### src/rtl/logic_pkg.sv
// logic_pkg: shared definitions for the logic_block command issuer.
//   - Opcode encodings understood by logic_block.
//   - op_legal(): true for the four opcodes logic_block implements.
//   - state_t: issuer FSM states.
package logic_pkg;

    localparam int LB_W = 16;

    localparam logic [2:0] OP_AND = 3'b000;
    localparam logic [2:0] OP_OR  = 3'b001;
    localparam logic [2:0] OP_XOR = 3'b010;
    localparam logic [2:0] OP_NOT = 3'b100;

    typedef enum logic [1:0] {
        IDLE = 2'b00,
        EXEC = 2'b01,
        RESP = 2'b10
    } state_t;

    function automatic logic op_legal(input logic [2:0] op);
        logic legal;
        case (op)
            OP_AND:  legal = 1'b1;
            OP_OR:   legal = 1'b1;
            OP_XOR:  legal = 1'b1;
            OP_NOT:  legal = 1'b1;
            default: legal = 1'b0;
        endcase
        return legal;
    endfunction

endpackage

### src/rtl/logic_block.sv
// logic_block: fixed 16-bit combinational bitwise ALU slice.
// Ports:
//   a      in  16  operand A
//   b      in  16  operand B (unused for NOT)
//   sel    in  3   opcode (AND/OR/XOR/NOT A); unknown codes give 0
//   result out 16  bitwise result
module logic_block
    import logic_pkg::*;
(
    input  logic [LB_W-1:0] a,
    input  logic [LB_W-1:0] b,
    input  logic [2:0]      sel,
    output logic [LB_W-1:0] result
);

    // Bitwise operation select
    always_comb begin
        result = {LB_W{1'b0}};
        case (sel)
            OP_AND:  result = a & b;
            OP_OR:   result = a | b;
            OP_XOR:  result = a ^ b;
            OP_NOT:  result = ~a;
            default: result = {LB_W{1'b0}};
        endcase
    end

endmodule

### src/rtl/logic_cmd_issuer.sv
// logic_cmd_issuer: command-side driver for the 16-bit logic_block slice.
// Accepts a command in IDLE, registers operands/select onto logic_block,
// captures its output one cycle later and presents it with zero/error flags
// until the consumer takes it. An accumulator holds the last legal result so
// that chained operations can reuse it as operand A.
// Ports:
//   clk, rst               clock, asynchronous active-high reset
//   cmd_valid/cmd_ready    command handshake (ready only in IDLE)
//   cmd_op, cmd_a, cmd_b   opcode and operands
//   cmd_acc, cmd_clr       use accumulator as A / reload ACC_INIT at accept
//   rsp_valid/rsp_ready    response handshake
//   rsp_data, rsp_zero,
//   rsp_err                result, result==0, illegal opcode
//   busy                   FSM not in IDLE
module logic_cmd_issuer
    import logic_pkg::*;
#(
    parameter int                DATA_W   = 16,
    parameter logic [DATA_W-1:0] ACC_INIT = {DATA_W{1'b0}}
) (
    input  logic              clk,
    input  logic              rst,
    input  logic              cmd_valid,
    output logic              cmd_ready,
    input  logic [2:0]        cmd_op,
    input  logic [DATA_W-1:0] cmd_a,
    input  logic [DATA_W-1:0] cmd_b,
    input  logic              cmd_acc,
    input  logic              cmd_clr,
    output logic              rsp_valid,
    input  logic              rsp_ready,
    output logic [DATA_W-1:0] rsp_data,
    output logic              rsp_zero,
    output logic              rsp_err,
    output logic              busy
);

    // logic_block is a fixed-width slice; any other width cannot be wired up.
    if (DATA_W != LB_W) begin : g_bad_width
        $error("logic_cmd_issuer: DATA_W must be 16");
    end

    state_t            state_r;
    state_t            state_nx_s;
    logic [DATA_W-1:0] a_r;
    logic [DATA_W-1:0] b_r;
    logic [2:0]        sel_r;
    logic              err_r;
    logic [DATA_W-1:0] acc_r;
    logic [DATA_W-1:0] a_sel_s;
    logic [DATA_W-1:0] lb_out_s;
    logic [DATA_W-1:0] capt_s;
    logic              accept_s;
    logic              cmd_ready_r;
    logic              rsp_valid_r;
    logic [DATA_W-1:0] rsp_data_r;
    logic              rsp_zero_r;
    logic              rsp_err_r;
    logic              busy_r;

    logic_block u_logic (
        .a      (a_r),
        .b      (b_r),
        .sel    (sel_r),
        .result (lb_out_s)
    );

    // Next-state decode and accept qualification
    always_comb begin
        state_nx_s = state_r;
        accept_s   = 1'b0;
        case (state_r)
            IDLE: begin
                if (cmd_valid) begin
                    state_nx_s = EXEC;
                    accept_s   = 1'b1;
                end else begin
                    state_nx_s = IDLE;
                end
            end
            EXEC: state_nx_s = RESP;
            RESP: begin
                if (rsp_ready) begin
                    state_nx_s = IDLE;
                end else begin
                    state_nx_s = RESP;
                end
            end
            default: state_nx_s = IDLE;
        endcase
    end

    // Operand A source; cmd_clr makes the accumulator read as ACC_INIT
    always_comb begin
        a_sel_s = cmd_a;
        if (cmd_acc) begin
            if (cmd_clr) begin
                a_sel_s = ACC_INIT;
            end else begin
                a_sel_s = acc_r;
            end
        end else begin
            a_sel_s = cmd_a;
        end
    end

    // Illegal ops return zero regardless of what logic_block produces
    always_comb begin
        capt_s = lb_out_s;
        if (err_r) begin
            capt_s = {DATA_W{1'b0}};
        end else begin
            capt_s = lb_out_s;
        end
    end

    // FSM state, operand registers, accumulator and registered outputs
    always_ff @(posedge clk or posedge rst) begin
        if (rst) begin
            state_r     <= IDLE;
            a_r         <= {DATA_W{1'b0}};
            b_r         <= {DATA_W{1'b0}};
            sel_r       <= 3'b000;
            err_r       <= 1'b0;
            acc_r       <= ACC_INIT;
            cmd_ready_r <= 1'b1;
            rsp_valid_r <= 1'b0;
            rsp_data_r  <= {DATA_W{1'b0}};
            rsp_zero_r  <= 1'b0;
            rsp_err_r   <= 1'b0;
            busy_r      <= 1'b0;
        end else begin
            state_r     <= state_nx_s;
            cmd_ready_r <= (state_nx_s == IDLE);
            rsp_valid_r <= (state_nx_s == RESP);
            busy_r      <= (state_nx_s != IDLE);
            if (accept_s) begin
                a_r   <= a_sel_s;
                b_r   <= cmd_b;
                sel_r <= cmd_op;
                err_r <= !op_legal(cmd_op);
                if (cmd_clr) begin
                    acc_r <= ACC_INIT;
                end else begin
                    acc_r <= acc_r;
                end
            end else if (state_r == EXEC) begin
                rsp_data_r <= capt_s;
                rsp_zero_r <= (capt_s == {DATA_W{1'b0}});
                rsp_err_r  <= err_r;
                if (!err_r) begin
                    acc_r <= capt_s;
                end else begin
                    acc_r <= acc_r;
                end
            end else begin
                acc_r <= acc_r;
            end
        end
    end

    assign cmd_ready = cmd_ready_r;
    assign rsp_valid = rsp_valid_r;
    assign rsp_data  = rsp_data_r;
    assign rsp_zero  = rsp_zero_r;
    assign rsp_err   = rsp_err_r;
    assign busy      = busy_r;

endmodule
### config.mk
export PLATFORM = sky130hd
export DESIGN_NAME = logic_cmd_issuer
export DESIGN_NICKNAME = d
export VERILOG_FILES = /design/src/rtl/logic_pkg.sv /design/src/rtl/logic_block.sv /design/src/rtl/logic_cmd_issuer.sv
export SDC_FILE = /design/constraint.sdc
export NUM_CORES = 1
export LEC_CHECK = 0
export CAP_MARGIN = 20
export CORE_ASPECT_RATIO = 0.6
export CORE_UTILIZATION = 54
export DETAILED_ROUTE_END_ITERATION = 10
export PLACE_DENSITY = 0.82
export SYNTH_ARGS = -nofsm -noshare
export SYNTH_HDL_FRONTEND = slang
export SYNTH_HIERARCHICAL = 1
export SYNTH_SLANG_ARGS = --single-unit
### constraint.sdc
create_clock -name clk -period 2.5 [get_ports clk]
set_input_delay 0.375 -clock clk [delete_from_list [all_inputs] [get_ports clk]]
set_output_delay 0.375 -clock clk [all_outputs]
set_load 0.005 [all_outputs]
==> results by group, run 1 <==
Critical path
  – Reg-to-reg slack, setup: 0.45 ns
  – Crit path largest cell delay: 0.58 ns
  – Critical Path Start Type: flop
  – Slowest-stage cell, CP: or3b_1
  – Maximum fanout along the worst path: 13
  – WS Path Type: flop to flop
  – CP arrival: 2.27 ns
  – Critical Path, Cell by Cell: or3b_1 -> o211ai_1 -> nor4_1 -> nand3_1 -> o21ai_0
  – Critical Path Sink Type: flop
  – Worst path required time: 2.72 ns

Logic synthesis
  – Synth Area in Compound Gates: 20.5%
  – Synth Area in Adders: 10.0%
  – Syn Std Cell Area: 4100 um^2
  – Sequential element share of the synthesized area: 45.8%
  – Syn Nets: 450
  – Avg Cell Area, Syn: 10.9 um^2
  – FF+latch count, synth: 75
  – Dominant synthesized flop cell: dfrtp_1
  – Post-Synth XOR/XNOR Area: 0%
  – Combinational family with the most area after synthesis: compound AO/OA/AOI/OAI gates
  – Post-synth EDFFs: 0
  – Post-synthesis cell type count: 37
  – Synth Area in Simple Gates: 9.35%
  – Warnings, synthesis: 6
  – Mapped Cells: 377
  – Async S/R FF share, synth: 100%
  – Mux cell area share after synthesis: 5.74%

Floorplan
  – Row cnt: 24
  – I/O Pins: 62
  – Die height: 69.5 um
  – Die area: 7950 um^2
  – Initial Util: 56.1%
  – Die Wd: 114 um
  – Core area: 7300 um^2

Timing
  – Final Hold Fails: 0
  – Fin crit share: 82.0%
  – Actual slew at the worst max-slew pin: 0.590 ns
  – Post-layout min period: 2.05 ns
  – Final setup vio count: 0
  – Max-Slew Margin vs Limit: 60.6%
  – Max Slew Vio Count: 0
  – Clock skew: 0.00498 ns
  – Fmax: 488 MHz
  – Fin Hold WS: 0.423 ns
  – Unrepaired setup endpoints after global routing: false
  – Setup TNS: 0 ns

Clocking
  – Sink Count: 75
  – # H-tree levels: 3
  – CTS Buf Count: 9
  – Root Buffer: clkbuf_16
  – Postcts setup bufs: 0
  – Worst-skew pair later-pin latency: 0.34 ns
  – CTS tree: done
  – Clk slew on worst S/H paths: 0.06 ns
  – Post-CTS Hold Buffers: 0
  – Longest Clk Path Bufs: 2
  – Post-CTS resize count: 0

Global routing
  – Tot GR Track Use: 26.1%
  – First-pass GRT wire length: 15500 um
  – Global route overflow: 0
  – Vias in the first global route: 3080
  – Initial antenna violation count: 0
  – Largest net degree at the start of global routing: 76

Final layout
  – # nets final: 506
  – Share of post-route cells with drive strength above 1: 10.0%
  – Post-route insts no fill: 542
  – # diodes: 0
  – Area growth syn-to-layout: 24.6%
  – Number of fill cells: 555
  – Commonest non-fill, non-tap cell in the layout: dfrtp_1
  – Most frequent cells in the layout: dfrtp_1 (74), clkdlybuf4s50_1 (61), inv_1 (48)

Power
  – Design Power: 6370 uW
  – Internal power: 3970 uW
  – Clock network power share: 22.2%
  – Net Switching: 2400 uW
  – Sw Ratio: 37.6%
  – Peak VDD IR: 0.807 mV
  – Sequential group share of total power: 35.2%
  – Pleak: 0.00234 uW
  – Comb power frac: 42.5%
  – Power density cells: 1250 nW/um^2

Detailed routing
  – DR DRC count: 0
  – Initial DRC count: 197
  – Routed len/inst: 17.2 um
  – Final WL: 9350 um
  – Routed Antenna Nets: 0
  – Via count: 3062
  – DR pass1 iterations: 4
  – Vias per cell: 5.65

Placed design
  – Hpwl dp: 6480 um
  – Placed Cells: 526
  – Port buffer count: 61
  – Gpl congestion: 0.889

Hold path
  – Worst Hold Class: primary input to async pin

Status
  – Status: completed

Run
  – Max-Cap Viols: 0
==> worst paths after layout <==
check                          from          end  depth (start not counted)
max                        sel_r[1]     rsp_zero                          5
min                             rst  rsp_data[8]                          3
max reg2reg                sel_r[1]     rsp_zero                          5
min reg2reg                acc_r[6]     acc_r[6]                          1
max in group asynchronous       rst    cmd_ready                          3
min in group clk           acc_r[6]     acc_r[6]                          1
==> flip-flops by register name, summed over array words and instances, names as in the netlist <==
| signal | cells |
|---|---|
| a_r | 16 |
| acc_r | 16 |
| b_r | 16 |
| busy | 1 |
| cmd_ready | 1 |
| err_r | 1 |
| rsp_data | 16 |
| rsp_err | 1 |
| rsp_valid | 1 |
| rsp_zero | 1 |
| sel_r | 3 |
| state_r | 2 |
==> stage by stage <==
| stage | setup WS (ns) | util [%] | area, um^2 |
|---|---|---|---|
| floorplan | 0.217 | - | 4100 |
| global placement | 0.593 | 65.4 | 4780 |
| detailed placement | 0.507 | 65.4 | 4780 |
| CTS | 0.489 | 70.0 | 5100 |
| global route | 0.323 | 70.0 | 5100 |
| finish | 0.449 | 70.0 | 5100 |
==> cells in the mapped netlist (all sizes together) (2+ instances only) <==
cell type / n / share of area, %
dfrtp: 74 / 45
inv: 49 / 4.5
ha: 32 / 9.8
a22o: 30 / 6.4
nand2: 30 / 2.7
o211ai: 29 / 6.5
buf: 21 / 3.6
mux2: 20 / 5.5
o21a: 15 / 2.7
o221ai: 15 / 3.2
nand3: 10 / 1.2
nand3b: 9 / 1.6
nor2: 7 / 0.64
clkbuf: 5 / 0.46
nand2b: 5 / 0.76
o21ai: 5 / 0.61
nor2b: 4 / 0.61
nor4: 3 / 0.46
nor3b: 2 / 0.61
==> logic make-up (layout without fill, tap and decap cells) <==
group	after synthesis	count (layout)
flip-flops	75	75
adder cells (fa/ha/maj)	33	33
AO/OA/AOI/OAI	99	99
buffers and inverters	75	136
AND/OR/NAND/NOR	74	74
multiplexers	21	21
==> layer usage <==
| layer | GRT usage [%] | share of wire [%] | up-vias |
|---|---|---|---|
| li1 | - | - | 1443 |
| met2 | 40.3 | 46 | 86 |
| met1 | 34.8 | 46 | 1523 |
| met4 | 7.07 | 0.90 | 0 |
| met3 | 9.27 | 6.5 | 10 |
| met5 | 0 | 0 | - |
==> power by group through the flow <==
| stage | Combinational, uW | Clock [uW] | Sequential, uW |
|---|---|---|---|
| after global routing | 3010 | 1490 | 2320 |
| after detailed placement | 2670 | 0 | 2250 |
| after CTS | 2710 | 1440 | 2240 |
| final | 2710 | 1420 | 2240 |
| after global placement | 2590 | 0 | 2230 |
| after floorplan | 1930 | 0 | 2080 |
==> final cells by class <==
type                       instances  area [um^2]  area share, %
clock inverter                     4         72.6           1.42
multi-input combinational        227         1870           36.7
tap                              104          130           2.55
inverter                          49          184           3.60
sequential                        75         1880           36.8
timing repair buffer              71          711           13.9
clock buffer                      12          256           5.02
==> worst max-delay path: cells and delay by family, from the launching register on <==
family / cells / cell delay (ns)
compound gates: 2 / 0.60
flops: 1 / 0.52
simple gates: 3 / 0.82
(Power assumes the default switching activity.)
==> inputs of run 2 (changes only) <==
--- a/config.mk
+++ b/config.mk
@@ -7,9 +7,9 @@
 export LEC_CHECK = 0
 export CAP_MARGIN = 20
 export CORE_ASPECT_RATIO = 0.6
-export CORE_UTILIZATION = 54
+export CORE_UTILIZATION = 49
 export DETAILED_ROUTE_END_ITERATION = 10
-export PLACE_DENSITY = 0.82
+export PLACE_DENSITY = 0.78
 export SYNTH_ARGS = -nofsm -noshare
 export SYNTH_HDL_FRONTEND = slang
 export SYNTH_HIERARCHICAL = 1
==> constraint.sdc (replaced) <==
create_clock -name clk -period 1.7 [get_ports clk]
set_input_delay 0.255 -clock clk [delete_from_list [all_inputs] [get_ports clk]]
set_output_delay 0.255 -clock clk [all_outputs]
set_load 0.005 [all_outputs]
==> results by group, run 2 (synthesis gave the netlist of run 1 again) <==
Timing
  – Final Hold Fails: 0
  – Final setup vio count: 6
  – Actual slew at the worst max-slew pin: 0.576 ns
  – Fin crit share: 107%
  – Unrepaired setup endpoints after global routing: true
  – Clock skew: 0.00732 ns
  – Setup TNS: -0.323 ns
  – Max-Slew Margin vs Limit: 61.6%
  – Max Slew Vio Count: 0
  – Post-layout min period: 1.82 ns
  – Fmax: 550 MHz
  – Final worst setup slack: -0.117 ns

Critical path
  – Worst path required time: 1.96 ns
  – Reg2reg end: rsp_zero
  – Critical Path Sink Type: flop
  – Worst reg-to-reg path cell count: 7
  – CP startpoint: sel_r[0]
  – R2r startpoint: sel_r[0]
  – WS Path Type: flop to flop
  – Critical Path End: rsp_zero
  – Reg-to-reg slack, setup: -0.12 ns
  – CP arrival: 2.08 ns
  – Maximum fanout along the worst path: 6
  – Critical Path Start Type: flop

Placed design
  – Port buffer count: 61
  – Worst slack, placed: -0.112 ns
  – Gpl congestion: 0.826
  – Hpwl dp: 7070 um

Detailed routing
  – Via count: 3286
  – Final WL: 10100 um
  – Met2 routed WL: 4760 um
  – Vias per cell: 5.65
  – WL met1: 4490 um
  – Metal3 WL: 619 um
  – Initial DRC count: 304
  – Max Used Layer: met4
  – Routed Antenna Nets: 0
  – DR pass1 iterations: 5
  – DR DRC count: 0
  – Routed len/inst: 17.3 um

Global routing
  – Vias in the first global route: 3189
  – Largest net degree at the start of global routing: 39
  – Global route overflow: 0
  – First-pass GRT wire length: 15600 um
  – Initial antenna violation count: 1
  – Tot GR Track Use: 23.7%

Clocking
  – Clk slew on worst S/H paths: 0.06 ns
  – Longest Clk Path Bufs: 2
  – Post-CTS Hold Buffers: 0
  – Sink Count: 75
  – Worst-skew pair later-pin latency: 0.34 ns
  – CTS Buf Count: 9
  – Root Buffer: clkbuf_16
  – CTS tree: done
  – # H-tree levels: 3

Status
  – Failing checks: setup timing
  – Status: finished, violations left

Hold path
  – Worst Hold Class: primary input to async pin

Floorplan
  – Die Wd: 120 um
  – Initial Util: 51.4%
  – Die area: 8740 um^2
  – I/O Pins: 62
  – Core area: 7980 um^2
  – Die height: 72.8 um
  – Row cnt: 25

Power
  – Net Switching: 3910 uW
  – Pleak: 0.00256 uW
  – Peak VDD IR: 0.936 mV
  – Sequential group share of total power: 30.9%
  – Comb power frac: 51.3%
  – Clock network power share: 17.8%
  – Power density cells: 1900 nW/um^2
  – Sw Ratio: 37.1%
  – Internal power: 6640 uW

Run
  – Max-Cap Viols: 0

Final layout
  – Number of fill cells: 594
  – Area growth syn-to-layout: 35.4%
  – # diodes: 0
  – Most frequent cells in the layout: dfrtp_1 (72), clkdlybuf4s50_1 (61), inv_1 (48)
  – Multi-input logic area: 1920 um^2
  – Storage element area: 1880 um^2
  – Commonest non-fill, non-tap cell in the layout: dfrtp_1
  – Final core utilization: 69.5%
  – Share of post-route cells with drive strength above 1: 18.6%
  – # nets final: 542
-- run 2: cell types whose count changed in the layout (fill, tap and decap cells not counted), moves of 3 or more --
cell       change
buf_4         +22
buf_6          +5
clkbuf_16      +3
buf_12         +6
-- run 2: worst min-delay path by stage --
stage,endpoint,slack (ns)
after global placement,rsp_data[6],0.47
after CTS,rsp_data[3],0.19
after detailed placement,acc_r[6],0.48
after global routing,rsp_data[3],0.20
final,rsp_data[7],0.19
after floorplan,rsp_valid,0.36
-- run 2: per-layer routing --
| layer | track usage [%] | vias to the layer above |
|---|---|---|
| met3 | 6.48 | 19 |
| met5 | 0 | - |
| met1 | 30.4 | 1622 |
| li1 | - | 1524 |
| met4 | 8.06 | 0 |
| met2 | 39.1 | 121 |
-- run 2: through the flow --
stage | cell area (um^2) | hold WS, ns | std cells | total power, uW
after global routing | 5550 | 0.203 | 582 | 11300
after global placement | 5070 | 0.470 | 558 | 7780
after detailed placement | 5070 | 0.475 | 558 | 8070
after floorplan | 4100 | 0.363 | 377 | 5890
after CTS | 5380 | 0.191 | 575 | 10100
final | 5550 | 0.190 | 582 | 10600
-- run 2: area by class of cell --
type / instances / area share, %
multi-input cells: 227 / 34.6
flip-flops and latches: 75 / 33.9
repair buffers: 107 / 20.3
clock buffers: 11 / 4.38
inverters: 49 / 3.38
well taps: 108 / 2.44
clock inverters: 5 / 0.948
-- run 2: critical path: stages, from the launching register on --
cell,delay [ns]
dfrtp_2,0.46
buf_4,0.16
clkbuf_16,0.15
mux2i_1,0.12
a211o_1,0.30
nor4_2,0.28
nand3_1,0.13
o21ai_2,0.13
-- run 2: timing repair --
action	in CTS	in global routing
buffers inserted	1	4
setup endpoints to repair	12	21
pin swaps	1	7
cloned	0	3
resized for setup	2	15
-- run 2: power groups by stage --
stage	clock [uW]	combinational, uW	sequential [uW]
final	1870	5410	3260
after global routing	2000	5880	3380
after CTS	1910	4940	3230
after detailed placement	0	4820	3250
after global placement	0	4570	3210
after floorplan	0	2840	3050
==> inputs of run 3 (changes only) <==
--- a/config.mk
+++ b/config.mk
@@ -7,9 +7,9 @@
 export LEC_CHECK = 0
 export CAP_MARGIN = 20
 export CORE_ASPECT_RATIO = 0.6
-export CORE_UTILIZATION = 49
+export CORE_UTILIZATION = 59
 export DETAILED_ROUTE_END_ITERATION = 10
-export PLACE_DENSITY = 0.78
+export PLACE_DENSITY = 0.88
 export SYNTH_ARGS = -nofsm -noshare
 export SYNTH_HDL_FRONTEND = slang
 export SYNTH_HIERARCHICAL = 1
==> constraint.sdc (replaced) <==
create_clock -name clk -period 2.1 [get_ports clk]
set_input_delay 0.315 -clock clk [delete_from_list [all_inputs] [get_ports clk]]
set_output_delay 0.315 -clock clk [all_outputs]
set_load 0.005 [all_outputs]
==> results by group, run 3 (synthesis gave the netlist of run 1 again) <==
Placed design
  – Port buffer count: 61
  – Hpwl dp: 6710 um
  – Post-DP Area: 4830 um^2
  – Gpl congestion: 0.770
  – Worst slack, placed: 0.198 ns

Power
  – Power density cells: 1470 nW/um^2
  – Peak VDD IR: 0.948 mV
  – Pleak: 0.00236 uW

Global routing
  – Global route overflow: 0
  – First-pass GRT wire length: 15000 um
  – Initial antenna violation count: 0
  – GR Layer Usage met2: 46.4%
  – Largest net degree at the start of global routing: 76
  – Global route hottest layer: met2
  – Met3 Use GR: 6.16%
  – Tot GR Track Use: 28.0%
  – GR Layer Usage met1: 36.5%
  – Vias in the first global route: 3030

Critical path
  – Critical Path, Cell by Cell: or3b_1 -> buf_4 -> o211ai_1 -> nor4_1 -> nand3_1 -> o21ai_0
  – Crit-path leading delay family: simple AND/OR/NAND/NOR gates
  – Critical Path End: rsp_zero
  – Worst reg-to-reg path cell count: 6
  – Critical Path Start Type: flop
  – Worst path required time: 2.32 ns
  – Worst path depth: 6
  – Maximum fanout along the worst path: 11
  – R2r startpoint: sel_r[2]
  – CP arrival: 2.17 ns
  – WS Path Type: flop to flop
  – Reg-to-reg slack, setup: 0.15 ns
  – Slowest-stage cell, CP: dfrtp_1
  – Critical Path Sink Type: flop
  – Reg2reg end: rsp_zero
  – CP startpoint: sel_r[2]
  – Crit path largest cell delay: 0.52 ns
  – WP buf/inv: 1

Clocking
  – Longest Clk Path Bufs: 2
  – Clk slew on worst S/H paths: 0.07 ns
  – Post-CTS Hold Buffers: 0
  – CTS Buf Count: 9
  – Worst-skew pair later-pin latency: 0.35 ns
  – Root Buffer: clkbuf_16
  – # H-tree levels: 3
  – Sink Count: 75
  – CTS tree: done
  – Post-CTS resize count: 0
  – Postcts setup bufs: 0

Status
  – Status: completed

Timing
  – Fin crit share: 92.8%
  – Fmax: 513 MHz
  – Final setup vio count: 0
  – Post-layout min period: 1.95 ns
  – Setup TNS: 0 ns
  – Max Slew Vio Count: 0
  – Unrepaired setup endpoints after global routing: false
  – Final Hold Fails: 0
  – Actual slew at the worst max-slew pin: 0.653 ns
  – Clock skew: 0.00713 ns
  – Max-Slew Margin vs Limit: 56.3%
  – Final worst setup slack: 0.152 ns

Final layout
  – Share of post-route cells with drive strength above 1: 12.3%
  – Post-route design area: 5120 um^2
  – Storage element area: 1880 um^2
  – Number of fill cells: 446
  – # nets final: 516
  – # diodes: 0
  – Multi-input logic area: 1870 um^2
  – Final core utilization: 76.3%
  – Area growth syn-to-layout: 24.9%
  – Most frequent cells in the layout: dfrtp_1 (74), clkdlybuf4s50_1 (61), inv_1 (48)
  – Commonest non-fill, non-tap cell in the layout: dfrtp_1

Detailed routing
  – Via count: 3136
  – Vias per cell: 5.86
  – Routed len/inst: 17.5 um
  – Routed Antenna Nets: 0
  – DR DRC count: 0
  – Final WL: 9370 um
  – Initial DRC count: 191
  – DR pass1 iterations: 5

Floorplan
  – I/O Pins: 62
  – Core area: 6710 um^2
  – Row cnt: 23
  – Die area: 7290 um^2
  – Die Wd: 110 um
  – Initial Util: 61.1%
  – Die height: 66.5 um

Hold path
  – Worst Hold Class: primary input to async pin

Run
  – Max-Cap Viols: 0
-- run 3: cell count changes in the layout (fill, tap and decap cells not counted), sizes merged --
cell,before,now
clkinvlp,2,3
clkbuf,14,9
inv,48,51
buf,43,20
bufinv,1,0
clkinv,3,2
-- run 3: metal layers --
layer / part of all wire (%) / up-vias
met3: 6.0 / 15
met1: 44 / 1540
met2: 48 / 111
li1: - / 1470
met4: 1.3 / 0
met5: 0 / -
-- run 3: worst register-to-register path, stage by stage, from the launching register on --
cell and delay (ns):
dfrtp_1 0.52, or3b_1 0.45, buf_4 0.20, o211ai_1 0.36, nor4_1 0.13, nand3_1 0.10
o21ai_0 0.07
-- run 3: stage by stage --
| stage | power [uW] | cells | hold WS (ns) |
|---|---|---|---|
| after detailed placement | 6040 | 519 | 0.488 |
| after CTS | 7560 | 535 | 0.459 |
| after floorplan | 4770 | 377 | 0.423 |
| final | 7540 | 535 | 0.429 |
| after global placement | 5800 | 519 | 0.469 |
| after global routing | 8040 | 535 | 0.477 |
-- run 3: how the worst min path moves through the flow --
stage,from,to,slack [ns]
final,rst,rsp_data[7],0.43
after global routing,rst,rsp_data[4],0.48
after CTS,rst,rsp_data[5],0.46
after detailed placement,acc_r[6],acc_r[6],0.49
after global placement,rsp_data[6],rsp_data[6],0.47
after floorplan,rsp_ready,rsp_valid,0.42
-- run 3: layout make-up --
cell class                      instances  share of cell area [%]
Sequential cell                        75                    36.7
Tap cell                               87                    2.13
Clock inverter                          7                    1.15
Clock buffer                            9                    4.40
Multi-Input combinational cell        227                    36.6
Inverter                               49                    3.67
Timing Repair Buffer                   81                    15.4
-- run 3: where the power goes --
group / switching (uW) / internal (uW) / total (uW)
clock network: 666 / 816 / 1480
logic: 1730 / 1690 / 3420
registers: 580 / 2060 / 2640
==> edit 1 (flow settings as in run 1) <==
Put one more register stage on the output `rsp_err`, without a reset. The value now appears one clock later. The other outputs are not delayed to match.
--- a/src/rtl/logic_cmd_issuer.sv
+++ b/src/rtl/logic_cmd_issuer.sv
@@ -165,3 +165,5 @@
     assign rsp_zero  = rsp_zero_r;
-    assign rsp_err   = rsp_err_r;
+    always_ff @(posedge clk) begin
+        rsp_err <= rsp_err_r;
+    end
     assign busy      = busy_r;
Formal check against the unedited RTL: not equivalent (a bounded check fails within 4 cycles, from zero or initial values and one cycle with rst high).
==> edit 1 against run 1 <==
Non-clock buffer count up 2; area after synthesis up 0.49%; largest power group unchanged; design area up 0.64%; wire length up 2.8%; sequential cell count up 1; worst setup slack better by 0.048 ns; total power up 0.80%; sequential share of layout area up 0.16 points; critical endpoint unchanged; critical path type unchanged; combinational power up 2%.
==> edit 1: results (changes against run 1) <==
| Metric | Value |
|---|---|
| Skew final | 0.00652 ns (+0.00154 ns) |
| Dpl cell area | 4810 um2 (+0.73%) |
| Worst-path fanout max | 34 (+21) |
| First-pass GRT wire length | 15900 um (+2.6%) |
| Largest net degree at the start of global routing | 56 (-26%) |
| P_leak | 0.00236 uW (+0.93%) |
| FFs w/ async S/R, synth | 98.7% (-1.3 points) |
| Reg2reg setup slack | 0.50 ns (+0.05 ns) |
| Top post-synthesis cells by area | dfrtp_1, ha_1, a22o_1, inv_1, mux2_1 |
| Vias per cell | 5.71 (+1.1%) |
| WL met1 | 4290 um (-0.85%) |
| Global Route Usage Sum | 26.6% (+0.57 points) |
| Crit Reg-Reg Startpoint | sel_r[0] |
| VDD IR-drop max | 0.621 mV (-23%) |
| Syn_nets | 451 (+0.22%) |
| Met2 WL | 4480 um (+3.7%) |
| Share of post-route cells with drive strength above 1 | 10.7% (+0.61 points) |
| Slowest cell on crit path | dfrtp_1 |
| Initial DRC Count | 180 (-8.6%) |
| Vias in the first global route | 3240 (+5.2%) |
| Netlist cell types | 38 (+2.7%) |
| Status | completed |
| DP HPWL | 6780 um (+4.7%) |
| R2R cell count | 7 (+2) |
| Nets | 509 (+0.59%) |
| Routability cong. | 0.854 (-3.9%) |
| Register area share after synthesis | 46.1% (+0.26 points) |
| Worst path max stage delay | 0.33 ns (-0.25 ns) |
| Fillcell total | 543 (-2.2%) |
| Worst-Margin Slew | 0.577 ns (-0.0124 ns) |
## edit 1: how the worst max path moves through the flow
stage,end,slack [ns],start,cells past startpoint
finish,rsp_zero,0.50,sel_r[0],7
global route,rsp_zero,0.34,sel_r[0],7
CTS,rsp_zero,0.53,sel_r[0],7
detailed placement,rsp_zero,0.51,sel_r[0],7
global placement,rsp_zero,0.55,sel_r[0],7
floorplan,a_r[0],0.22,rst,1
## edit 1: final cells by class
cell class / instances / area (um2) / share of cell area (%)
clock inverters: 6 / 87.6 / 1.70
flip-flops and latches: 76 / 1900 / 36.9
multi-input cells: 227 / 1870 / 36.5
well taps: 104 / 130 / 2.53
clock buffers: 10 / 239 / 4.65
repair buffers: 73 / 726 / 14.1
inverters: 49 / 184 / 3.58
## edit 1: kinds of logic after synthesis
family	Yosys count	share of synthesized area [%]
AO/OA/AOI/OAI	99	20.4
adder cells (fa/ha/maj)	33	9.97
buffers and inverters	75	8.54
flip-flops	76	46.1
multiplexers	21	5.71
AND/OR/NAND/NOR	74	9.30
## edit 1: report_power, final
| part | switching, uW | internal (uW) |
|---|---|---|
| combinational | 1440 | 1320 |
| clock | 509 | 900 |
| sequential | 492 | 1750 |
## edit 1: metrics by stage
step / setup slack [ns] / hold slack [ns] / utilization, %
after floorplan: 0.217 / 0.348 / -
after global placement: 0.552 / 0.356 / 65.7
after detailed placement: 0.510 / 0.364 / 65.7
after CTS: 0.532 / 0.381 / 70.1
after global routing: 0.340 / 0.389 / 70.1
final: 0.497 / 0.379 / 70.1
## edit 1: worst register-to-register path, cell delays in order, from the launching register on
cell and delay (ns):
dfrtp_1 0.33, buf_4 0.33, nor2_1 0.23, and3_1 0.24, a211o_1 0.27, nor4_1 0.26
nand3_1 0.11, o21ai_0 0.16
## edit 1: per-layer routing
layer / GRT usage, % / vias up
met4: 10.2 / 0
met2: 42.1 / 122
met1: 34.4 / 1530
met3: 8.39 / 15
met5: 0 / -
li1: - / 1446
==> edit 2 (config.mk and constraints of run 1) <==
Without the edit above. Make the reset (`rst`) synchronous in one clocked block. Comments in the files are not updated.
--- a/src/rtl/logic_cmd_issuer.sv
+++ b/src/rtl/logic_cmd_issuer.sv
@@ -117,3 +117,3 @@
     // FSM state, operand registers, accumulator and registered outputs
-    always_ff @(posedge clk or posedge rst) begin
+    always_ff @(posedge clk) begin
         if (rst) begin
Formal check against the unedited RTL: differs if rst is asserted again (counterexample within 4 cycles, from zero or initial values and one cycle with rst high); with rst held inactive, the same outputs for 10 cycles.
==> edit 2 against run 1 <==
First-iteration DRC count increased by 58%; synthesized cell count increased by 21%; final cell count increased by 11%; wire length increased by 15%; sequential share of layout area decreased by 6.3 points; design area decreased by 3.5%; sequential cell count unchanged; clock skew increased by 0.00069 ns; worst hold slack improved by 0.039 ns; area after synthesis decreased by 2.7%; global-route usage increased by 3.2 points; highest routed layer unchanged; worst setup slack got worse by 0.060 ns.
Power is not compared: it rests on default switching activity, and its combinational part moved more than twofold at a synthesized area within 25%.
==> edit 2: results (changes against run 1) <==
| Metric | Value |
|---|---|
| Worst path max stage delay | 0.50 ns (-0.08 ns) |
| CTS root buffer | clkbuf_16 |
| I/O Buffers | 61 (unchanged) |
| Worst-skew pair later-pin latency | approximately 0.33 ns |
| First-pass GRT wire length | 16800 um (+8.7%) |
| Fillcell total | 578 (+4.1%) |
| WL met3 | 1040 um (+72%) |
| Share of post-route cells with drive strength above 1 | 8.79% (-1.3 points) |
| CTS Hold Bufs | 0 (unchanged) |
| First-pass DRT Iterations | 5 (+1) |
| Critical path class | register to register |
| Global Route Usage Sum | 29.3% (+3.2 points) |
| Synth top cells by count | dfxtp_1, nand2_1, nor2_1, inv_1, nand2b_1 |
| Clock Tree Buf Depth | 2 (unchanged) |
| Met2 usage | 41.9% (+1.6 points) |
| Met1 usage | 43.5% (+8.7 points) |
| Slowest cell on crit path | dfxtp_1 |
| Largest net degree at the start of global routing | 55 (-28%) |
| Top post-synthesis cells by area | dfxtp_1, ha_1, nand2_1, nand2b_1, nand3b_1 |
| Routability cong. | 0.898 (+1.1%) |
| Reg clk slew, reported paths | 0.06 ns (about the same) |
| Vias in the first global route | 3161 (+2.6%) |
| P_leak | between 0.0015 and 0.002 uW |
| Vias per cell | 5.91 (+4.6%) |
| Class of the worst hold path | register to register |
| H-tree levels | 3 (unchanged) |
| Skew final | 0.00566 ns (+0.000690 ns) |
| Met2 WL | 4320 um (-0.18%) |
| Wire length per cell | 17.9 um (+3.9%) |
| Register area share after synthesis | 37.7% (-8.2 points) |
| DP HPWL | 7630 um (+18%) |
| Synth warnings | 6 (unchanged) |
| Status | completed |
| Worst-path fanout max | 8 (-5) |
| Syn_nets | 530 (+18%) |
| Family with the most delay on the worst path | simple AND/OR/NAND/NOR gates |
| Worst-Margin Slew | 0.776 ns (+0.186 ns) |
| VDD IR-drop max | about 0.29 mV |
| Initial DRC Count | 312 (+58%) |
| FFs w/ async S/R, synth | 0% (-100 points) |
| Resized Gates After CTS | 0 (unchanged) |
| Nets | 580 (+15%) |
| Power Internal | 2310 uW |
| Post-synth top flop | dfxtp_1 |
| Routing usage on met3 | 6.82% (-2.4 points) |
| Num CTS Buffers | 9 (unchanged) |
| DR top layer | met4 |
| WL met1 | 5270 um (+22%) |
| Netlist cell types | 33 (-11%) |
## edit 2: changes by cell type in the layout (fill, tap and decap cells not counted), moves of 17 or more
cell      delta
dfrtp_1     -74
nand2_1     +25
a21oi_1     +23
a311oi_1    +17
dfxtp_1     +75
a22o_1      -30
nand2b_1    +28
nor2_1      +30
## edit 2: cell families (layout without fill, tap and decap cells)
kind of cell | count (synthesis) | in the layout | synth area share [%]
flops | 75 | 75 | 37.7
mux | 2 | 2 | 0.503
simple gates | 172 | 172 | 22.6
compound gates | 106 | 106 | 20.9
buf+inv | 70 | 125 | 8.20
fa+ha+maj | 32 | 32 | 10.1
## edit 2: path summary, 6_finish.rpt
path	cells past startpoint	end	start	slack, ns
min reg2reg	2	rsp_data[0]	rsp_data[0]	0.46
max	6	rsp_zero	sel_r[0]	0.39
max reg2reg	6	rsp_zero	sel_r[0]	0.39
min	2	rsp_data[0]	rsp_data[0]	0.46
## edit 2: final cells by class
class | instances | area share, %
clock buffers | 10 | 4.85
well taps | 87 | 2.21
multi-input cells | 312 | 43.9
flip-flops and latches | 75 | 30.5
clock inverters | 6 | 1.45
repair buffers | 73 | 14.4
inverters | 36 | 2.74
## edit 2: stage by stage
step                hold slack, ns  instances  worst slack, ns  cell area (um2)  util, %
floorplan                    0.437        457            0.786             3980        -
global placement             0.446        582            0.389             4610     66.7
detailed placement           0.456        582            0.407             4610     66.7
CTS                          0.464        598            0.341             4920     71.2
global route                 0.489        599            0.256             4930     71.3
finish                       0.461        599            0.389             4930     71.3
## edit 2: power groups by stage
stage | combinational, uW | sequential (uW) | clock, uW
2_1_floorplan | 336 | 1340 | 0
3_3_place_gp | 493 | 1360 | 0
3_5_place_dp | 512 | 1370 | 0
4_1_cts | 516 | 1340 | 1350
5_1_grt | 578 | 1350 | 1410
6_report | 525 | 1340 | 1350
